[src/rtl/mem_access_ctrl_pkg.sv]
// mem_access_ctrl_pkg
//   Shared definitions for the data-memory access controller:
//   - access size encodings carried on req_size
//   - FSM state encoding
//   - alignment check helper used at request acceptance
package mem_access_ctrl_pkg;

  localparam logic [1:0] SZ_BYTE = 2'b00;
  localparam logic [1:0] SZ_HALF = 2'b01;
  localparam logic [1:0] SZ_WORD = 2'b10;
  localparam logic [1:0] SZ_ILL  = 2'b11;

  typedef enum logic [1:0] {
    IDLE      = 2'd0,
    LOAD_WAIT = 2'd1,
    RMW_WRITE = 2'd2
  } state_e;

  // Returns 1 when the access cannot be performed: halfword on an odd byte,
  // word not on a 4-byte boundary, or the reserved size code.
  function automatic logic is_misaligned(input logic [1:0] size, input logic [1:0] lane);
    logic bad;
    case (size)
      SZ_BYTE: bad = 1'b0;
      SZ_HALF: bad = lane[0];
      SZ_WORD: bad = (lane != 2'b00);
      default: bad = 1'b1;
    endcase
    return bad;
  endfunction

endpackage

[src/rtl/mem_lane_unit.sv]
// mem_lane_unit
//   Purely combinational lane logic for a little-endian 32-bit word RAM.
//   Ports:
//     ld_word     in  32  raw RAM word for a load
//     ld_lane     in   2  byte address bits [1:0] of the load
//     ld_size     in   2  access size (byte/half/word)
//     ld_unsigned in   1  1 = zero-extend, 0 = sign-extend
//     ld_data     out 32  selected lane, extended to 32 bits
//     st_old      in  32  current RAM word for a sub-word store
//     st_wdata    in  32  right-aligned store data
//     st_lane     in   2  byte address bits [1:0] of the store
//     st_size     in   2  access size
//     st_data     out 32  old word with the target lane replaced
module mem_lane_unit
  import mem_access_ctrl_pkg::*;
(
  input  logic [31:0] ld_word,
  input  logic [1:0]  ld_lane,
  input  logic [1:0]  ld_size,
  input  logic        ld_unsigned,
  output logic [31:0] ld_data,
  input  logic [31:0] st_old,
  input  logic [31:0] st_wdata,
  input  logic [1:0]  st_lane,
  input  logic [1:0]  st_size,
  output logic [31:0] st_data
);

  logic [7:0]  byte_s;
  logic [15:0] half_s;
  logic        byte_sign_s;
  logic        half_sign_s;

  // Load path: pick the addressed lane and extend it to 32 bits.
  always_comb begin
    byte_s      = 8'h00;
    half_s      = 16'h0000;
    byte_sign_s = 1'b0;
    half_sign_s = 1'b0;
    ld_data     = 32'h0000_0000;
    case (ld_lane)
      2'b00:   byte_s = ld_word[7:0];
      2'b01:   byte_s = ld_word[15:8];
      2'b10:   byte_s = ld_word[23:16];
      2'b11:   byte_s = ld_word[31:24];
      default: byte_s = 8'h00;
    endcase
    if (ld_lane[1]) begin
      half_s = ld_word[31:16];
    end else begin
      half_s = ld_word[15:0];
    end
    byte_sign_s = ~ld_unsigned & byte_s[7];
    half_sign_s = ~ld_unsigned & half_s[15];
    case (ld_size)
      SZ_BYTE: ld_data = {{24{byte_sign_s}}, byte_s};
      SZ_HALF: ld_data = {{16{half_sign_s}}, half_s};
      SZ_WORD: ld_data = ld_word;
      default: ld_data = 32'h0000_0000;
    endcase
  end

  // Store path: overwrite only the addressed lane of the old word.
  always_comb begin
    st_data = st_old;
    case (st_size)
      SZ_BYTE: begin
        case (st_lane)
          2'b00:   st_data[7:0]   = st_wdata[7:0];
          2'b01:   st_data[15:8]  = st_wdata[7:0];
          2'b10:   st_data[23:16] = st_wdata[7:0];
          2'b11:   st_data[31:24] = st_wdata[7:0];
          default: st_data        = st_old;
        endcase
      end
      SZ_HALF: begin
        if (st_lane[1]) begin
          st_data[31:16] = st_wdata[15:0];
        end else begin
          st_data[15:0]  = st_wdata[15:0];
        end
      end
      SZ_WORD: st_data = st_wdata;
      default: st_data = st_old;
    endcase
  end

endmodule

[src/rtl/mem_access_ctrl.sv]
// mem_access_ctrl
//   MEM-stage initiator for a synchronous word-wide data RAM. Converts
//   byte/half/word loads and stores into RAM cycles: loads take two cycles,
//   sub-word stores do a read-modify-write, word stores and illegal requests
//   complete in one cycle. One request outstanding at a time.
//   Ports:
//     clk, rst                 clock, synchronous active-high reset
//     req_valid/write/size/unsigned/addr/wdata   pipeline request
//     ready                    request can be accepted this cycle
//     rsp_valid/rdata/err      completion pulse, load data, alignment error
//     mem_addr/wdata/read/write  RAM control (word address)
//     mem_rdata                RAM read data, valid the cycle after mem_read
module mem_access_ctrl
  import mem_access_ctrl_pkg::*;
#(
  parameter int ADDR_W = 11
) (
  input  logic              clk,
  input  logic              rst,
  input  logic              req_valid,
  input  logic              req_write,
  input  logic [1:0]        req_size,
  input  logic              req_unsigned,
  input  logic [31:0]       req_addr,
  input  logic [31:0]       req_wdata,
  output logic              ready,
  output logic              rsp_valid,
  output logic [31:0]       rsp_rdata,
  output logic              rsp_err,
  output logic [ADDR_W-1:0] mem_addr,
  output logic [31:0]       mem_wdata,
  input  logic [31:0]       mem_rdata,
  output logic              mem_read,
  output logic              mem_write
);

  state_e              state_q, state_d;
  logic [ADDR_W-1:0]   addr_q, addr_d;
  logic [1:0]          lane_q, lane_d;
  logic [1:0]          size_q, size_d;
  logic                uns_q, uns_d;
  logic [31:0]         wdata_q, wdata_d;
  logic                rsp_valid_q, rsp_valid_d;
  logic                rsp_err_q, rsp_err_d;
  logic [31:0]         rsp_rdata_q, rsp_rdata_d;

  logic [31:0]         ld_data_s;
  logic [31:0]         st_data_s;
  logic                addr_hi_unused;

  // Upper address bits do not reach the RAM; accesses wrap modulo its size.
  assign addr_hi_unused = ^req_addr[31:ADDR_W+2];

  mem_lane_unit u_lane (
    .ld_word     (mem_rdata),
    .ld_lane     (lane_q),
    .ld_size     (size_q),
    .ld_unsigned (uns_q),
    .ld_data     (ld_data_s),
    .st_old      (mem_rdata),
    .st_wdata    (wdata_q),
    .st_lane     (lane_q),
    .st_size     (size_q),
    .st_data     (st_data_s)
  );

  // Next-state, request latch, response and RAM drive logic.
  always_comb begin
    state_d     = state_q;
    addr_d      = addr_q;
    lane_d      = lane_q;
    size_d      = size_q;
    uns_d       = uns_q;
    wdata_d     = wdata_q;
    rsp_valid_d = 1'b0;
    rsp_err_d   = rsp_err_q;
    rsp_rdata_d = rsp_rdata_q;
    ready       = 1'b0;
    mem_addr    = addr_q;
    mem_wdata   = wdata_q;
    mem_read    = 1'b0;
    mem_write   = 1'b0;
    case (state_q)
      IDLE: begin
        // RAM is driven straight from the request so a word store or the
        // first read of a load/RMW happens in the acceptance cycle.
        ready     = ~rst;
        mem_addr  = req_addr[ADDR_W+1:2];
        mem_wdata = req_wdata;
        if (req_valid && !rst) begin
          addr_d  = req_addr[ADDR_W+1:2];
          lane_d  = req_addr[1:0];
          size_d  = req_size;
          uns_d   = req_unsigned;
          wdata_d = req_wdata;
          if (is_misaligned(req_size, req_addr[1:0])) begin
            rsp_valid_d = 1'b1;
            rsp_err_d   = 1'b1;
            rsp_rdata_d = 32'h0000_0000;
          end else if (req_write && (req_size == SZ_WORD)) begin
            mem_write   = 1'b1;
            rsp_valid_d = 1'b1;
            rsp_err_d   = 1'b0;
            rsp_rdata_d = 32'h0000_0000;
          end else begin
            mem_read = 1'b1;
            if (req_write) begin
              state_d = RMW_WRITE;
            end else begin
              state_d = LOAD_WAIT;
            end
          end
        end else begin
          state_d = IDLE;
        end
      end
      LOAD_WAIT: begin
        rsp_valid_d = 1'b1;
        rsp_err_d   = 1'b0;
        rsp_rdata_d = ld_data_s;
        state_d     = IDLE;
      end
      RMW_WRITE: begin
        // Reset in this cycle must not leave a half-finished store behind.
        mem_write   = ~rst;
        mem_wdata   = st_data_s;
        rsp_valid_d = 1'b1;
        rsp_err_d   = 1'b0;
        rsp_rdata_d = 32'h0000_0000;
        state_d     = IDLE;
      end
      default: begin
        state_d = IDLE;
      end
    endcase
  end

  // State, latched request and response registers.
  always_ff @(posedge clk) begin
    if (rst) begin
      state_q     <= IDLE;
      addr_q      <= '0;
      lane_q      <= 2'b00;
      size_q      <= 2'b00;
      uns_q       <= 1'b0;
      wdata_q     <= 32'h0000_0000;
      rsp_valid_q <= 1'b0;
      rsp_err_q   <= 1'b0;
      rsp_rdata_q <= 32'h0000_0000;
    end else begin
      state_q     <= state_d;
      addr_q      <= addr_d;
      lane_q      <= lane_d;
      size_q      <= size_d;
      uns_q       <= uns_d;
      wdata_q     <= wdata_d;
      rsp_valid_q <= rsp_valid_d;
      rsp_err_q   <= rsp_err_d;
      rsp_rdata_q <= rsp_rdata_d;
    end
  end

  assign rsp_valid = rsp_valid_q;
  assign rsp_err   = rsp_err_q;
  assign rsp_rdata = rsp_rdata_q;

endmodule

[config.mk]
export PLATFORM = sky130hd
export DESIGN_NAME = mem_access_ctrl
export DESIGN_NICKNAME = d
export VERILOG_FILES = /design/src/rtl/mem_access_ctrl_pkg.sv /design/src/rtl/mem_lane_unit.sv /design/src/rtl/mem_access_ctrl.sv
export SDC_FILE = /design/constraint.sdc
export NUM_CORES = 1
export LEC_CHECK = 0
export CAP_MARGIN = 10
export CORE_MARGIN = 2
export CORE_UTILIZATION = 52
export DETAILED_ROUTE_END_ITERATION = 7
export PLACE_DENSITY = 0.85
export SYNTH_ARGS = -nofsm -noshare
export SYNTH_HDL_FRONTEND = slang
export SYNTH_HIERARCHICAL = 1
export SYNTH_SLANG_ARGS = --single-unit
[constraint.sdc]
create_clock -name clk -period 3.57 [get_ports clk]
set_clock_uncertainty 0.05 [all_clocks]
set_input_delay 0.714 -clock clk [delete_from_list [all_inputs] [get_ports clk]]
set_output_delay 0.714 -clock clk [all_outputs]
set_load 0.02 [all_outputs]
Word level (Yosys, flattened, before mapping) --
Index checks and enable logic that the tools add are counted.
Word-level totals: register bits 84, output and inout port bits 80, logic and storage cells 80
Cells by class: eq/ne operators 11, multiplexer cells 36, bitwise logic cells 8, reduce and logical (&&, ||, !) cells 16
Operator list (number):
- case mux 32 bit (3 select lines) | 3
- two-way mux 32 bit | 3
- case mux 32 bit (2 select lines) | 1
- two-way mux 16 bit | 3
- two-way mux 8 bit | 4
- case mux 8 bit (4 select lines) | 1
- two-way mux 1 bit | 15
- two-way mux 11 bit | 1
- == test 2 bit (second input constant) | 5
- == test 2 x 1 -> 1 bit (second input constant) | 4
- logical NOT 2 bit | 4
- NOT 1 bit | 6
- case mux 1 bit (2 select lines) | 3
- AND reduction 3 bit | 2
- AND reduction 2 bit | 2
- nonzero test 2 bit | 2
- inequality test 3 bit (second input constant) | 1
- case mux 1 bit (3 select lines) | 1
- nonzero test 3 bit | 1
- OR reduction 3 bit | 1
- bitwise AND 1 bit | 2
- logical AND 1 bit | 2
- two-way mux 2 bit | 1
- inequality test 2 bit (second input constant) | 1
- 2 further kinds | 2

Depth between registers and ports, before layout --
Gate-level depths: netlist of run 1.
word-level depth 7, gate-level depth with buffers 9, depth with buffers taken out 7

Modules after synthesis --
The synthesis of run 1 kept the hierarchy.
By module, submodules not included:
- mem_access_ctrl | instances 1, cells each 676, area each 5316.3 sq um
- mem_lane_unit | instances 1, cells each 225, area each 1682.9 sq um

Worst setup path after synthesis of run 1 --
Ideal clock, no wire load.
path type input port to output port, start point input req_size[0], end point output mem_write, arrival 2.176 ns, slack 0.630 ns, stages on the path 5, path buffers 2, path through buf_6 a21oi_2 buf_2 nor2_1 o41ai_1
On the way: word-level cells in the longest chain between the ends 7
Ends and longest elaborated chain:
- start, declared | line mem_access_ctrl.sv:22 | input logic [1:0] req_size,
- == test 2 bit (tied with other cells) | line mem_access_ctrl_pkg.sv:23, mem_access_ctrl.sv:100
- case mux 1 bit (3 select lines) | line mem_access_ctrl_pkg.sv:23 | case (size)
- two-way mux 1 bit | line mem_access_ctrl.sv:90 | if (req_valid && !rst) begin
- two-way mux 1 bit | line mem_access_ctrl.sv:83 | case (state_q)
- two-way mux 1 bit (*) | line mem_access_ctrl.sv:96 | if (is_misaligned(req_size, req_addr[1:0])) begin
- two-way mux 1 bit (*) | line mem_access_ctrl.sv:90
- case mux 1 bit (2 select lines) (*) | line mem_access_ctrl.sv:83
- end, declared | line mem_access_ctrl.sv:34 | output logic mem_write
Mark *: on every way between the ends. The rest lies on a longest branch, timed or not. The select of a mux whose other input is x is not followed.

Worst setup path after layout of run 1 --
start point register lane_q[0], end point output mem_wdata[16]
On the way: word-level cells in the longest chain between the ends 4
Ends and longest elaborated chain:
- start, declared | line mem_access_ctrl.sv:39 | logic [1:0] lane_q, lane_d;
- start signal, assigned | line mem_access_ctrl.sv:153 | lane_q <= lane_d;
- == test 2 bit | line mem_lane_unit.sv:68 | case (st_lane)
- two-way mux 8 bit | line mem_lane_unit.sv:68
- case mux 32 bit (3 select lines) | line mem_lane_unit.sv:66 | case (st_size)
- net st_data_s[16] | line mem_access_ctrl.sv:48 | logic [31:0] st_data_s;
- case mux 32 bit (2 select lines) | line mem_access_ctrl.sv:83
- end, declared | line mem_access_ctrl.sv:31 | output logic [31:0] mem_wdata,
The timed path passes the listed nets, and every way through them passes these cells.

==> impl_metrics.toml, run 1 <==
[logic_synthesis]
avgSynthCellArea_sq_um = 7.77
muxShareOfSynthArea_pct = 9.26
synth_top_area_cell = "dfxtp_1"
synth_top_area_share_pct = 24.0
syn_area_sq_mm = 0.00700
ys_types = 57
synthSimpleGateAreaFrac_pct = 30.1
synth_compound_area_share_pct = 28.1
synth_edf_count = 0
synth_area_leaders = "dfxtp_1 (24%), nand2_1 (9.4%), a211oi_2 (4.8%), mux2_2 (4.8%), a22oi_1 (4.4%)"
synth_adder_area_share_pct = 0.715
synth_xor_area_share_pct = 0
ys_top_cells_by_count = "nand2_1 (175), dfxtp_1 (84), clkbuf_1 (64), o21ai_0 (49), a22oi_1 (41)"
async_flop_share_pct = 0
syn-num-nets = 1008
yosysMostFrequentCell = "nand2_1"
synth_top_family_by_area = "simple AND/OR/NAND/NOR gates"
synth_seq_cells = 84
yosysWarnings = 6
seq_area_frac_synth_pct = 24.0
synth_cells = 901
synthFlopType = "dfxtp_1"

[placement]
pre_cts_slack_ns = 0.266
dp_hpwl_microns = 15800
dp_cells = 1177
portBuffers = 163
place.gp.congestion = 0.985
placed_area_sq_mm = 0.00869

[power_and_ir_drop]
power_density_mw_per_mm2 = 336
pwr-share-clk_pct = 32.1
intPower_mw = 2.02
p_comb_share_pct = 33.4
pwr-share-seq_pct = 34.5
power_switching_uw = 996
p_leak_nw = 3.22
power_mw = 3.02
swShare_pct = 33.0
vdd_drop_max_mv = 0.282

[flow_run]
drv_cap = 0

[detailed_routing]
postRouteAntennaNets = 0
vias_per_cell = 6.38
drt-total-wl_microns = 22900
drt-wirelength-per-cell_microns = 19.2
via_count = 7610
firstDrtPassIters = 6
drt_iter0_markers = 1044
drc_errors = 0

[clocking]
post_cts_resized = 0
post_cts_buffers = 0
hold_buffers = 0
cts_root_buffer = "clkbuf_16"
clk_pin_slew_ns = 0.06
cts.sinks = 84
clock_path_buffers = 2
htree_levels = 3
cts_tree = "yes"
cts_buffers = 9
clock_latency_ns = 0.36

[timing]
min_period_ns = 3.42
hold_viol = 0
finalMaxSlewViolations = 0
tightest_slew_ns = 1.10
fin_tns_setup_ns = 0
relSlewSlack_pct = 26.9
hold-worst-slack_ns = 0.405
period_share_pct = 95.8
fmax_mhz = 292
fin_ws_ns = 0.151
grt_setup_unrepaired = "false"
setup_violations = 0

[finish]
nets = 1119
final_cells = 1193
drive_above_1_share_pct = 12.6
area_delta_synth_final_pct = 28.4
num_antenna_cells = 0
stdcell_area_sq_mm = 0.00899
n_fill_cell = 1096
fin_util_pct = 68.1
multiInputGateArea_sq_mm = 0.00479
ff_latch_area_sq_mm = 0.00168

[die]
initial_core_util_pct = 53.1
io_pins = 183
core_sq_mm = 0.0132
die_h_microns = 120
num_rows = 42
die-area_sq_mm = 0.0144
die_x_microns = 120

[worst_setup_path]
end_kind = "output port"
regToRegSetupSlack_ns = 0.65
reg2regPathDepth = 7
cpMaxStageDelayCell = "clkdlybuf4s50_1"
cp-start-kind = "register"
crit_type = "register to output port"
reg2reg_from = "state_q[1]"
path_delay_family = "buffers and inverters"
worstReg2RegEnd = "wdata_q[11]"
path_max_fanout = 8
worstPathCellList = "buf_4, nand2b_1, and2_1, o21ai_1, a221o_1, a22oi_1, nand2_1, clkdlybuf4s50_1"
worstPathBufferInverterCount = 2
max_stage_delay_ns = 0.62
critPathRequiredTime_ns = 2.81
crit_arrival_ns = 2.66
cp-startpoint = "lane_q[0]"

[min_path]
whs_endpoint = "addr_q[3]"
hold_depth = 2
hp-class = "register to register"
min_from = "addr_q[3]"

[outcome]
outcome = "completed"

[global_route]
grt_pass1_wl_microns = 37200
grt_max_degree = 88
grt_util_all_layers_pct = 32.0
first_global_vias = 7064
overflow = 0
antenna_found_initial = 0
[flip-flops by register name, summed over array words and instances (netlist names)]
name       count
rsp_rdata     32
addr_q        11
rsp_valid      1
lane_q         2
state_q        2
wdata_q       32
rsp_err        1
size_q         2
uns_q          1
[how the worst max path moves through the flow]
stage	end	cells after the start
global route	mem_wdata[1]	7
floorplan	mem_write	5
global placement	mem_write	5
detailed placement	mem_wdata[26]	7
finish	mem_wdata[16]	8
CTS	mem_wdata[16]	8
[power by group through the flow]
| stage | Combinational (mW) | Sequential [mW] | Clock, mW |
|---|---|---|---|
| floorplan | 0.604 | 1.05 | 0 |
| global placement | 0.975 | 1.06 | 0 |
| detailed placement | 0.989 | 1.06 | 0 |
| CTS | 0.995 | 1.04 | 0.980 |
| global route | 1.08 | 1.05 | 1.01 |
| finish | 1.01 | 1.04 | 0.967 |
[worst min-delay path, cell delays in order, from the launching register on]
cell     delay (ns)
dfxtp_1        0.31
nand2_1        0.05
o21ai_0        0.05
[per-layer routing]
layer	vias up	wire length, microns	track usage [%]
met1	3556	9510	43.0
li1	3600	-	-
met3	55	2490	8.56
met2	399	10200	49.3
met4	0	674	11.0
met5	-	0	0
[cell usage in the layout, fill, tap and decap left out, types with 12 or more instances in the layout]
cell type,n
nand3b_1,34
a211oi_2,27
a211o_1,17
mux2_1,12
dfxtp_1,84
o22ai_1,14
nand2b_1,34
a22oi_1,41
o21ai_0,49
nor2_1,16
clkdlybuf4s50_1,162
nand2_1,175
buf_4,41
mux2i_1,16
o32ai_1,32
nor4_1,33
a221o_1,23
mux2_2,30
nand4b_1,32
or3_1,33
[area by class of cell]
class / instances / area share, %
repair buffers: 205 / 21.7
clock inverters: 1 / 0.334
well taps: 176 / 2.45
clock buffers: 15 / 2.98
flip-flops and latches: 84 / 18.7
inverters: 11 / 0.459
multi-input cells: 701 / 53.3
[cells by family (layout without fill, tap and decap cells)]
| kind of cell | after synthesis | count (layout) |
|---|---|---|
| fa+ha+maj | 4 | 4 |
| mux | 59 | 59 |
| simple gates | 391 | 391 |
| buf+inv | 116 | 232 |
| compound gates | 247 | 247 |
| flops | 84 | 84 |
Power figures use the tool's default switching activity.
==> run 2: changes to the inputs <==
CORE_UTILIZATION = 50   (was 52)
PLACE_DENSITY = 0.82   (was 0.85)
clock period = 3.45 ns   (was 3.57 ns; I/O delays follow)
==> run 2 against run 1 <==
Net effect: power increased by 3.1%; cell count increased by 0.25%; critical path depth decreased by 1; flip-flop and latch count unchanged; clock-buffer cell count decreased by 4; setup slack got worse by 0.069 ns; combinational power increased by 5%; final area increased by 0.28%; critical endpoint is now mem_wdata[5].
==> impl_metrics.toml, run 2 (synthesis gave the netlist of run 1 again) <==
[outcome]
outcome = "completed"

[clocking]
cts_tree = "yes"
cts_root_buffer = "clkbuf_16"
post_cts_buffers = 0
htree_levels = 3
cts_buffers = 9
clock_latency_ns = 0.36
cts.sinks = 84
clk_pin_slew_ns = 0.07
clock_path_buffers = 2

[global_route]
first_global_vias = 7002
grt_max_degree = 88
overflow = 0
grt_pass1_wl_microns = 36800
grt_util_all_layers_pct = 30.9
antenna_found_initial = 1

[die]
io_pins = 183
core_sq_mm = 0.0138
die_h_microns = 122
num_rows = 43
die_x_microns = 122
die-area_sq_mm = 0.0150
initial_core_util_pct = 50.8

[worst_setup_path]
reg2reg_from = "lane_q[0]"
worstReg2RegEnd = "rsp_rdata[14]"
worstPathBufferInverterCount = 1
cpMaxStageDelayCell = "clkdlybuf4s50_1"
path_max_fanout = 8
crit_arrival_ns = 2.63
crit_type = "register to output port"
worstPathCellList = "nor2b_1, nor2_1, o21ai_2, mux2_1, a22oi_1, nand2_1, clkdlybuf4s50_1"
path_delay_family = "compound AO/OA/AOI/OAI gates"
cp-start-kind = "register"
max_stage_delay_ns = 0.56
end_kind = "output port"
regToRegSetupSlack_ns = 0.89
critPathRequiredTime_ns = 2.71
reg2regPathDepth = 9

[power_and_ir_drop]
power_density_mw_per_mm2 = 345
vdd_drop_max_mv = 0.348
p_leak_nw = 3.21

[placement]
place.gp.congestion = 0.954
placed_area_sq_mm = 0.00872
dp_hpwl_microns = 16100
portBuffers = 163
pre_cts_slack_ns = 0.130

[timing]
period_share_pct = 97.6
tightest_slew_ns = 1.12
fmax_mhz = 297
min_period_ns = 3.37
setup_violations = 0
fin_ws_ns = 0.0815
grt_setup_unrepaired = "true"
relSlewSlack_pct = 25.6
finalMaxSlewViolations = 0
hold_viol = 0

[finish]
n_fill_cell = 1172
ff_latch_area_sq_mm = 0.00168
area_delta_synth_final_pct = 28.7
stdcell_area_sq_mm = 0.00901
final_cell_mix = "nand2_1 (175), clkdlybuf4s50_1 (162), dfxtp_1 (83)"
mostFrequentLayoutCell = "nand2_1"
nets = 1117
drive_above_1_share_pct = 12.9
multiInputGateArea_sq_mm = 0.00480

[detailed_routing]
drt-total-wl_microns = 23600
postRouteAntennaNets = 0
drc_errors = 0
drt-wirelength-per-cell_microns = 19.7
drt_iter0_markers = 1027
via_count = 7641
vias_per_cell = 6.39
firstDrtPassIters = 6

[min_path]
whs_endpoint = "addr_q[5]"
hold_depth = 2
min_from = "addr_q[5]"
hp-class = "register to register"

[flow_run]
drv_cap = 0
-- run 2: changes by cell type in the layout (fill, tap and decap cells not counted), sizes merged --
cell | before | now
buf | 43 | 41
clkbuf | 15 | 11
clkinv | 0 | 3
clkinvlp | 0 | 1
diode | 0 | 1
-- run 2: worst max-delay path by stage --
stage	from	endpoint	slack, ns	cells past startpoint
final	lane_q[0]	mem_wdata[5]	0.08	7
after global routing	lane_q[0]	mem_wdata[2]	-0.01	7
after CTS	size_q[0]	mem_wdata[14]	0.03	9
after detailed placement	req_size[0]	mem_write	0.13	5
after global placement	req_size[0]	mem_write	0.14	5
after floorplan	req_size[0]	mem_write	0.56	5
-- run 2: worst register-to-register path, stage by stage, from the launching register on --
cell	delay [ns]
dfxtp_1	0.39
buf_4	0.33
mux2_2	0.41
a22oi_2	0.14
nor2_2	0.06
buf_4	0.18
a221o_1	0.34
nand4b_1	0.12
o32ai_1	0.11
or3_1	0.33
-- run 2: layer usage --
layer / track usage, % / up-vias / routed length [microns]
met4: 10.6 / 0 / 801
met3: 8.04 / 71 / 2320
met1: 40.2 / 3540 / 9710
met5: 0 / - / 0
met2: 49.5 / 427 / 10700
li1: - / 3603 / -
-- run 2: per-stage QoR --
step	total power, mW	instances	TNS, ns	utilization [%]	hold slack, ns
after floorplan	1.71	901	0	-	0.383
after global placement	2.11	1179	0	63.3	0.391
after detailed placement	2.12	1179	0	63.3	0.403
after CTS	3.09	1195	0	65.4	0.413
after global routing	3.22	1196	-0.0130	65.4	0.437
final	3.11	1196	0	65.4	0.410
-- run 2: final cells by class --
type,instances,area share [%]
sequential,84,18.7
clock buffer,11,2.58
tap,180,2.50
antenna,1,0.0278
timing repair buffer,203,21.9
clock inverter,5,0.583
multi-input combinational,701,53.2
inverter,11,0.458
-- run 2: repair_timing --
item | 4_1_cts | 5_1_grt
hold buffers | 0 | 0
endpoints found under the setup margin | 3 | 23
gates resized for setup | 1 | 2
-- run 2: power breakdown --
part | switching, mW | internal [mW]
registers | 0.0548 | 1.02
clock network | 0.418 | 0.558
logic | 0.585 | 0.472
==> variant 1: new RTL, settings of run 1 <==
Change the parameter `ADDR_W` from 11 to 13.
--- a/src/rtl/mem_access_ctrl.sv
+++ b/src/rtl/mem_access_ctrl.sv
@@ -13,7 +13,7 @@
 module mem_access_ctrl
   import mem_access_ctrl_pkg::*;
 #(
-  parameter int ADDR_W = 11
+  parameter int ADDR_W = 13
 ) (
   input  logic              clk,
   input  logic              rst,
Ports: changed (resized mem_addr); port bits go from 183 to 185. No check against the original RTL was run, so the function may have changed too.
==> variant 1 against run 1 <==
- via count up 2.3%
- setup slack gained 8.6 ps
- cell count is 0.59% higher
- cell area up 1.7%
- total power grew 6.6%
- routed wire length rose by 4.4%
- sequential cell count rose by 2
- count of clock-buffer cells in the layout fell by 5
- area after synthesis grew 1.3%
- critical endpoint is now mem_wdata[22]
- highest routed layer unchanged
==> variant 1: results (changes against run 1) <==
metric,value,unit,change
instance area after placement,0.00877,mm^2,+0.92%
cell count after synthesis,912,,+1.2%
Synth top cells by count,"nand2_1 (179), dfxtp_1 (86), clkbuf_1 (68)",,
placed cell count,1183,,+0.51%
xor and xnor area share after synthesis,0,%,unchanged
Post-Synthesis Net Count,1019,,+1.1%
DP HPWL,16300,um,+3.2%
Wirelength per Cell,19.9,um,+3.8%
reg2reg setup slack,800,ps,+150 ps
largest net degree at the start of global routing,98,,+11%
WL met1,9870,um,+3.8%
Synth area leaders,"dfxtp_1 (24%), nand2_1 (9.5%), mux2_2 (5.1%)",,
min-delay src,addr_q[9],,
outcome,completed,,
vias in the first global route,7078,,+0.20%
"Top FF cell, synth",dfxtp_1,,
"slowest stage delay, CP",600,ps,-20 ps
WHS Endpoint,addr_q[9],,
drt first-iter violations,1028,,-1.5%
RR Endpoint,rsp_rdata[7],,
vias per cell,6.49,,+1.7%
met2 Use GR,51.7,%,+2.3 points
fillcell total,1083,,-1.2%
final layout net count,1125,,+0.54%
mux cell area share after synthesis,9.46,%,+0.20 points
Worst R2R Start,size_q[1],,
Compound-Gate Fraction of Synth Area,27.9,%,-0.22 points
1st-pass router iterations,6,,unchanged
r2r worst-path depth,8,,+1
kind of cell adding the most delay to the critical path,compound AO/OA/AOI/OAI gates,,
Slew HR,25.6,%,-1.3 points
Routed WL,23900,um,+4.4%
Total GRT Usage,32.3,%,+0.31 points
root buf cell,clkbuf_16,,
initial antenna violation count,1,,+1
I/O Buffers,167,,+2.5%
met3 Usage GRT,6.18,%,-2.4 points
first-pass GRT wire length,37700,um,+1.4%
metal2 WL,11100,um,+8.7%
worst path arrival time,2650,ps,about the same
Static Leak,3.26,nW,+1.4%
met1 usage,42.9,%,-0.16 points
gpl congestion,1.05,,+6.3%
total CTS buffers,9,,unchanged
clk buf depth,2,,unchanged
layout cells sized above 1,12.4,%,-0.17 points
sequential area share after synthesis,24.3,%,+0.26 points
Post-Synth Adder-Cell Area,0.706,%,-0.0091 points
final hold slack,412,ps,+6.94 ps
routed wl met3,2230,um,-10%
worst vdd ir,299,uV,+5.7%
[variant 1: where the power goes]
group / switching (mW) / total, mW / internal, mW
Clock: 0.420 / 1.12 / 0.702
Combinational: 0.567 / 1.02 / 0.456
Sequential: 0.0602 / 1.07 / 1.01
[variant 1: repair_timing]
| item | 4_1_cts | 5_1_grt |
|---|---|---|
| setup endpoints to repair | 0 | 31 |
| resized for setup | 0 | 4 |
| hold buffers | 0 | 0 |
[variant 1: cell families (layout without fill, tap and decap cells)]
logic type,Yosys count,count (layout)
adder cells (fa/ha/maj),4,4
buffers and inverters,117,228
AO/OA/AOI/OAI,249,249
other,0,1
AND/OR/NAND/NOR,395,395
flip-flops,86,86
multiplexers,61,61
[variant 1: how the worst max path moves through the flow]
| stage | from | to | slack (ps) | cells past startpoint |
|---|---|---|---|---|
| 4_1_cts | lane_q[1] | mem_wdata[5] | 20 | 6 |
| 3_3_place_gp | req_size[0] | mem_write | 220 | 5 |
| 2_1_floorplan | req_size[0] | mem_write | 630 | 5 |
| 3_5_place_dp | req_size[0] | mem_write | 220 | 5 |
| 5_1_grt | lane_q[0] | mem_wdata[31] | 4 | 8 |
| 6_report | lane_q[0] | mem_wdata[22] | 160 | 7 |
[variant 1: layout make-up]
cell class | instances | share of cell area (%)
clock inverters | 6 | 1.19
repair buffers | 201 | 21.4
multi-input cells | 709 | 53.1
flip-flops and latches | 86 | 18.9
diodes | 1 | 0.0274
well taps | 176 | 2.41
clock buffers | 10 | 2.62
inverters | 11 | 0.452
[variant 1: through the flow]
stage | setup slack [ps] | util (%)
after floorplan | 630 | -
after global routing | 4.27 | 68.7
after detailed placement | 216 | 66.0
after CTS | 18.9 | 68.6
after global placement | 222 | 66.0
final | 159 | 68.7
==> variant 2: new RTL, settings of run 1 <==
Made on the original files. `addr_q` no longer has a reset.
--- a/src/rtl/mem_access_ctrl.sv
+++ b/src/rtl/mem_access_ctrl.sv
@@ -139,7 +139,6 @@
   always_ff @(posedge clk) begin
     if (rst) begin
       state_q     <= IDLE;
-      addr_q      <= '0;
       lane_q      <= 2'b00;
       size_q      <= 2'b00;
       uns_q       <= 1'b0;
@@ -149,7 +148,6 @@
       rsp_rdata_q <= 32'h0000_0000;
     end else begin
       state_q     <= state_d;
-      addr_q      <= addr_d;
       lane_q      <= lane_d;
       size_q      <= size_d;
       uns_q       <= uns_d;
@@ -160,6 +158,10 @@
     end
   end
 
+  always_ff @(posedge clk) begin
+    addr_q <= addr_d;
+  end
+
   assign rsp_valid = rsp_valid_q;
   assign rsp_err   = rsp_err_q;
   assign rsp_rdata = rsp_rdata_q;
Behaviour: same outputs for any inputs over 4 cycles, from zero or initial values and one cycle with rst high; that may be too few to reach the edited logic, so the function may still have changed.
==> variant 2 against run 1 <==
- clock power fell by 29%
- sequential cell count stayed put
- area after synthesis down 19%
- sequential share of layout area rose by 4.7 points
- cell area down 15%
- routed wire length is 16% lower
- setup slack worse by 84 ps
- via count decreased by 21%
- total power shrank 14%
- largest cell class unchanged
==> variant 2: results (changes against run 1) <==
metric,value,unit,change
clock-pin slew on the worst setup and hold paths,90,ps,+30 ps
initial antenna violation count,0,,unchanged
metal2 WL,8750,um,-14%
instance area after placement,0.00744,mm^2,-14%
worst slew pin tran,1100,ps,-0.206 ps
inverter count,13,,+2
r2r worst-path depth,10,,+3
multi-input gate share of total cell area,46.4,%,-6.9 points
Pwr Total,2.58,mW,-14%
root buf cell,clkbuf_8,,
fillcell total,849,,-23%
Synth top cells by count,"nand2_1 (184), dfxtp_1 (73), mux2i_1 (48)",,
Vias,6017,,-21%
outcome,completed,,
WHS Endpoint,rsp_rdata[19],,
gpl congestion,0.957,,-2.9%
routed wl met3,1930,um,-23%
clk buf depth,2,,unchanged
WL met1,7690,um,-19%
RR Endpoint,rsp_rdata[29],,
cell internal pwr,1.73,mW,-15%
drt first-iter violations,756,,-28%
min-delay src,rsp_rdata[19],,
vias in the first global route,5639,,-20%
sequential area share after synthesis,31.5,%,+7.4 points
chip width,109,um,-9.5%
met3 Usage GRT,5.62,%,-2.9 points
Wirelength per Cell,19.5,um,+1.5%
CLK BUF,9,,-6
Power Density,336,mW/mm^2,+0.19%
cell count after synthesis,695,,-23%
final period demand of the worst path,3500,ps,+84.2 ps
FF/Latch Area,0.00179,mm^2,+6.7%
Unique masters post-synth,45,,-21%
met2 Use GR,50.8,%,+1.5 points
"Clk Latency, worst-skew pair",380,ps,+20 ps
largest net degree at the start of global routing,58,,-34%
comb pwr,0.844,mW,-16%
layout cells sized above 1,10.5,%,-2.1 points
met1 usage,41.5,%,-1.5 points
worst path arrival time,2740,ps,+80 ps
Post-Synthesis Net Count,802,,-20%
Clk power,0.689,mW,-29%
Synth area leaders,"dfxtp_1 (26%), nand2_1 (12%), mux2i_1 (8.4%)",,
Plain + repair buffers,194,,-5.4%
pre-CTS setup slack,221,ps,-44.8 ps
Total GRT Usage,31.9,%,-0.12 points
placed cell count,969,,-18%
synth warn,6,,unchanged
Non-clock buffering overhead,24.8,%,+3.0 points
first-pass GRT wire length,29100,um,-22%
multi-input gate count,539,,-23%
"EDFF count, synth",11,,+11
reg2reg setup slack,850,ps,+200 ps
clk tree area frac,2.49,%,-0.82 points
vias per cell,6.10,,-4.3%
worst vdd ir,227,uV,-20%
==> variant 2: cell types whose count changed in the layout (fill, tap and decap cells not counted), moves of 27 or more <==
cell      change
o21ai_0      -48
a211oi_2     -27
nand4b_1     -32
nor4_1       -33
or3_1        -32
o32ai_1      -32
mux2i_1      +32
==> variant 2: worst max path at each step <==
stage / to / start
after global placement: mem_wdata[28] / mem_rdata[28]
after CTS: mem_wdata[0] / size_q[0]
after detailed placement: mem_wdata[28] / mem_rdata[28]
final: mem_wdata[21] / size_q[0]
after floorplan: mem_write / req_valid
after global routing: mem_wdata[20] / size_q[0]
==> variant 2: timing repair <==
item	4_1_cts	5_1_grt
gates resized for setup	2	4
cloned	0	0
setup endpoints to repair	9	10
hold buffers	0	0
==> variant 2: cells by family after synthesis <==
family                     synth area share [%]
buffers and inverters                      6.22
muxes                                      17.2
and+or+nand+nor                            25.5
adders and majority gates                 0.879
AOI/OAI and AO/OA                          18.8
DFF                                        31.5
